<file path="src/rtl/bmtz_block.sv">
//------------------------------------------------------------------------------
// Module   : bmtz_block
// Purpose  : 16-line active-low priority encoder driving a seven-segment glyph
// Revision : 1.0 - initial release
//------------------------------------------------------------------------------
`default_nettype none

module bmtz_block #(
  parameter int unsigned SEG_ACTIVE_LOW = 0
) (
  input  logic       Clk,
  input  logic       Rst_n,
  input  logic [7:0] DataIn,
  input  logic [7:0] DataIn_0,
  output logic [7:0] Seg
);

  localparam logic [7:0] c_pol  = (SEG_ACTIVE_LOW != 0) ? 8'hFF : 8'h00;
  localparam logic [6:0] c_dash = 7'h40;

  logic [15:0] r_req;
  logic [15:0] w_act;
  logic [3:0]  w_code;
  logic        w_any;
  logic        w_multi;
  logic [6:0]  w_glyph;
  logic [7:0]  w_seg;

  // Stage 1: capture the raw request vector; reset value means "no line active"
  always_ff @(posedge Clk or negedge Rst_n) begin
    if (!Rst_n) begin
      r_req <= 16'hFFFF;
    end else begin
      r_req <= {DataIn, DataIn_0};
    end
  end

  assign w_act   = ~r_req;
  assign w_multi = |(w_act & (w_act - 16'd1));

  // Later iterations overwrite earlier ones, so the highest active index wins
  always_comb begin
    w_code = 4'd0;
    w_any  = 1'b0;
    for (int i = 0; i < 16; i++) begin
      if (w_act[i]) begin
        w_code = 4'(i);
        w_any  = 1'b1;
      end
    end
  end

  always_comb begin
    w_glyph = c_dash;
    if (w_any) begin
      case (w_code)
        4'h0:    w_glyph = 7'h3F;
        4'h1:    w_glyph = 7'h06;
        4'h2:    w_glyph = 7'h5B;
        4'h3:    w_glyph = 7'h4F;
        4'h4:    w_glyph = 7'h66;
        4'h5:    w_glyph = 7'h6D;
        4'h6:    w_glyph = 7'h7D;
        4'h7:    w_glyph = 7'h07;
        4'h8:    w_glyph = 7'h7F;
        4'h9:    w_glyph = 7'h6F;
        4'hA:    w_glyph = 7'h77;
        4'hB:    w_glyph = 7'h7C;
        4'hC:    w_glyph = 7'h39;
        4'hD:    w_glyph = 7'h5E;
        4'hE:    w_glyph = 7'h79;
        default: w_glyph = 7'h71;
      endcase
    end
  end

  assign w_seg = {w_multi, w_glyph} ^ c_pol;

  // Stage 2: output register; blank (all segments off) while in reset
  always_ff @(posedge Clk or negedge Rst_n) begin
    if (!Rst_n) begin
      Seg <= c_pol;
    end else begin
      Seg <= w_seg;
    end
  end

endmodule

`default_nettype wire

</file>
<file path="config.mk">
export PLATFORM = sky130hd
export DESIGN_NAME = bmtz_block
export DESIGN_NICKNAME = d
export VERILOG_FILES = /design/src/rtl/bmtz_block.sv
export SDC_FILE = /design/constraint.sdc
export NUM_CORES = 1
export LEC_CHECK = 0
export CAP_MARGIN = 20
export CORE_ASPECT_RATIO = 0.5
export CORE_MARGIN = 3
export CORE_UTILIZATION = 40
export DETAILED_ROUTE_END_ITERATION = 6
export DONT_BUFFER_PORTS = 1
export GPL_TIMING_DRIVEN = 0
export PLACE_DENSITY = 0.53
export SETUP_SLACK_MARGIN = 0.1
export SYNTH_ARGS = -nofsm -noshare
export SYNTH_HDL_FRONTEND = slang
export SYNTH_SLANG_ARGS = --single-unit
</file>
<file path="constraint.sdc">
create_clock -name Clk -period 2.1 [get_ports Clk]
set_clock_uncertainty 0.15 [all_clocks]
set_input_delay 0.105 -clock Clk [delete_from_list [all_inputs] [get_ports Clk]]
set_output_delay 0.105 -clock Clk [all_outputs]
set_load 0.02 [all_outputs]
</file>
==> reports/metrics.yaml <==
status: "finished, violations left"
violations: "negative setup slack"
rrSetupSlack_ns: -0.16
cts_buffer_depth: 2
synth_cells: 120
p_comb_share_pct: 17.7
synth_most_common_cell: "dfstp_2"
clock.fmax_mhz: 442
cts.reportedPaths.clkPinSlew_ns: 0.09
grt.overflow.total: 0
synth_top_family_by_area: "compound AO/OA/AOI/OAI gates"
htree_levels: 1
synth_xor_area_share_pct: 0
drc: 0
cts_tree: "yes"
drt_first_pass_iters: 5
finalMaxSlewViolations: 0
tightestPinTransition_ns: 0.659
clock-sinks: 24
die_area_um2: 3920
rsz0062_at_grt: "yes"
path_class: "reg -> reg"
grt_max_degree: 25
synth_simple_gate_area_share_pct: 17.1
start_kind: "flip-flop"
yosys_warnings: 0
nets: 178
viasPerCell: 5.98
stdcell_count: 193
root_buffer: "clkbuf_8"
routedWlPerCell_um: 16.2
powerDensity_nw_per_um2: 589
cts_buffers: 3
hold_path.class: "in -> async"
seq_power_share_pct: 48.7
switching_share_pct: 26.1
drv_cap: 0
routabilityCongestion: 0.858
internal_power_mw: 0.806
fill_cells: 220
diodes: 0
min_period_over_period_pct: 108
synth_ff_type: "dfstp_2"
synthMuxAreaShare_pct: 0
ant_nets: 0
portBuffers: 0
end_kind: "flip-flop"
ir_worst_vdd_v: 0.000394
die_w_um: 85.6
cp_max_fo: 3
design.core.area_um2: 2800
synthArstFlopShare_pct: 100
initialDrtViolationCount: 75
grt_first_pass_wirelength_mm: 4.84
p_leak_nw: 0.692
synth_edf_count: 0
synth_top_area_share_pct: 33.2
synth_compound_area_share_pct: 23.7
synth_seq_cells: 24
setup_ws_ns: -0.164
place_inst: 157
netlist_top_cells_count: "16 x dfstp_2, 9 x nand2_1, 8 x dfrtp_1, 8 x inv_1"
clkPwrFrac_pct: 33.5
cp.required_ns: 2.14
holdWs_ns: 0.00403
syn_avg_cell_area_um2: 10.6
start_util_pct: 45.3
num_vias: 1154
drt_wl_total_mm: 3.12
synthesis.nets: 141
area.growth.synth_to_final_pct: 46.1
synth_cell_types: 43
first_global_vias: 983
synthAdderAreaFrac_pct: 4.55
seq_area_frac_synth_pct: 49.0
insertion_delay_ns: 0.27
rows: 13
relSlewSlack_pct: 55.8
worstPathArrival_ns: 2.30
netlist_area_um2: 1270
synth_area_leader_cell: "dfstp_2"
drive_above_1_share_pct: 41.7
antenna_found_initial: 0
hold_violations: 0
die_h_um: 45.8
dp_hpwl_mm: 1.90
track_usage_pct: 16.2
setup_viol: 5
io_pins: 26
period_minus_slack_ns: 2.26
netlist_top_cells_area: "dfstp_2 33%, dfrtp_1 16%, o2111ai_1 3.5%, ha_1 3.0%, nand2_1 2.7%"
p_sw_mw: 0.284
## through the flow
| stage | instance area, um2 | setup slack, ns | total power [mW] | util (%) | setup TNS [ns] |
|---|---|---|---|---|---|
| floorplan | 1270 | -0.0451 | 0.609 | - | -0.0757 |
| global placement | 1310 | -0.259 | 0.631 | 46.9 | -1.11 |
| detailed placement | 1310 | -0.265 | 0.630 | 46.9 | -1.08 |
| CTS | 1640 | -0.192 | 1.05 | 58.5 | -0.715 |
| global route | 1850 | -0.252 | 1.14 | 66.1 | -0.964 |
| finish | 1850 | -0.164 | 1.09 | 66.1 | -0.582 |
## routing by layer
layer	global-route usage [%]	up-vias	part of all wire (%)
li1	-	535	-
met1	23.8	578	49
met2	24.2	41	44
met3	5.42	0	6.6
met4	0.946	0	0
met5	0	-	0
## cell families after synthesis
family	Yosys count
AOI/OAI and AO/OA	40
and+or+nand+nor	36
DFF	24
buffers and inverters	15
adders and majority gates	5
## power groups by stage
stage | combinational [mW] | clock [mW] | sequential [mW]
2_1_floorplan | 0.0752 | 0 | 0.534
5_1_grt | 0.210 | 0.390 | 0.536
6_report | 0.193 | 0.365 | 0.531
3_5_place_dp | 0.0909 | 0 | 0.539
3_3_place_gp | 0.0918 | 0 | 0.539
4_1_cts | 0.145 | 0.374 | 0.530
## worst paths after layout
| check | depth (start not counted) | startpoint | endpoint |
|---|---|---|---|
| hold reg to reg | 2 | r_req[14] | Seg[7] |
| min in group Clk | 1 | DataIn_0[3] | r_req[3] |
| max in group asynchronous | 2 | Rst_n | r_req[0] |
| setup / recovery | 8 | r_req[4] | Seg[0] |
| hold / removal | 1 | Rst_n | Seg[5] |
| setup reg to reg | 8 | r_req[4] | Seg[0] |
## sequential cells by signal, summed over array words and instances (netlist names)
name   count
r_req     16
Seg        8
## critical path: stages (launching register included)
cell and delay, ns:
dfstp_2 0.55, nand3b_1 0.14, a311oi_4 0.36, a311oi_2 0.16, or2_4 0.30, ha_4 0.17
inv_2 0.05, o221ai_2 0.09, a32oi_1 0.21
## timing repair
item                       4_1_cts  5_1_grt
hold endpoints to repair        40        0
setup endpoints to repair        8        8
hold buffers                    17        0
pin swaps                        7       12
setup buffers                    4       10
gates resized for setup         14       24
## cell type report
cell class	count	area (um2)	area share (%)
inverter	8	32.5	1.76
clock buffer	4	66.3	3.58
tap	37	46.3	2.50
timing repair buffer	32	303	16.4
multi-input combinational	81	719	38.9
sequential	24	621	33.5
buffer	7	62.6	3.38
## cells in the final DEF, fill, tap and decap left out, types with 2 or more instances in the layout
master / n
dlygate4sd3_1: 17
dfstp_2: 16
buf_4: 15
dfrtp_1: 8
nand2_1: 8
o21ai_1: 6
nand3_1: 6
inv_1: 5
a31oi_1: 4
o2111ai_1: 4
nor2b_1: 3
nor2_1: 3
ha_4: 3
clkbuf_8: 3
buf_6: 2
buf_2: 2
inv_2: 2
nand4_4: 2
and4_1: 2
o22ai_1: 2
nand4_1: 2
o21ai_0: 2
maj3_1: 2
a21oi_1: 2
Power figures use the tool's default switching activity.
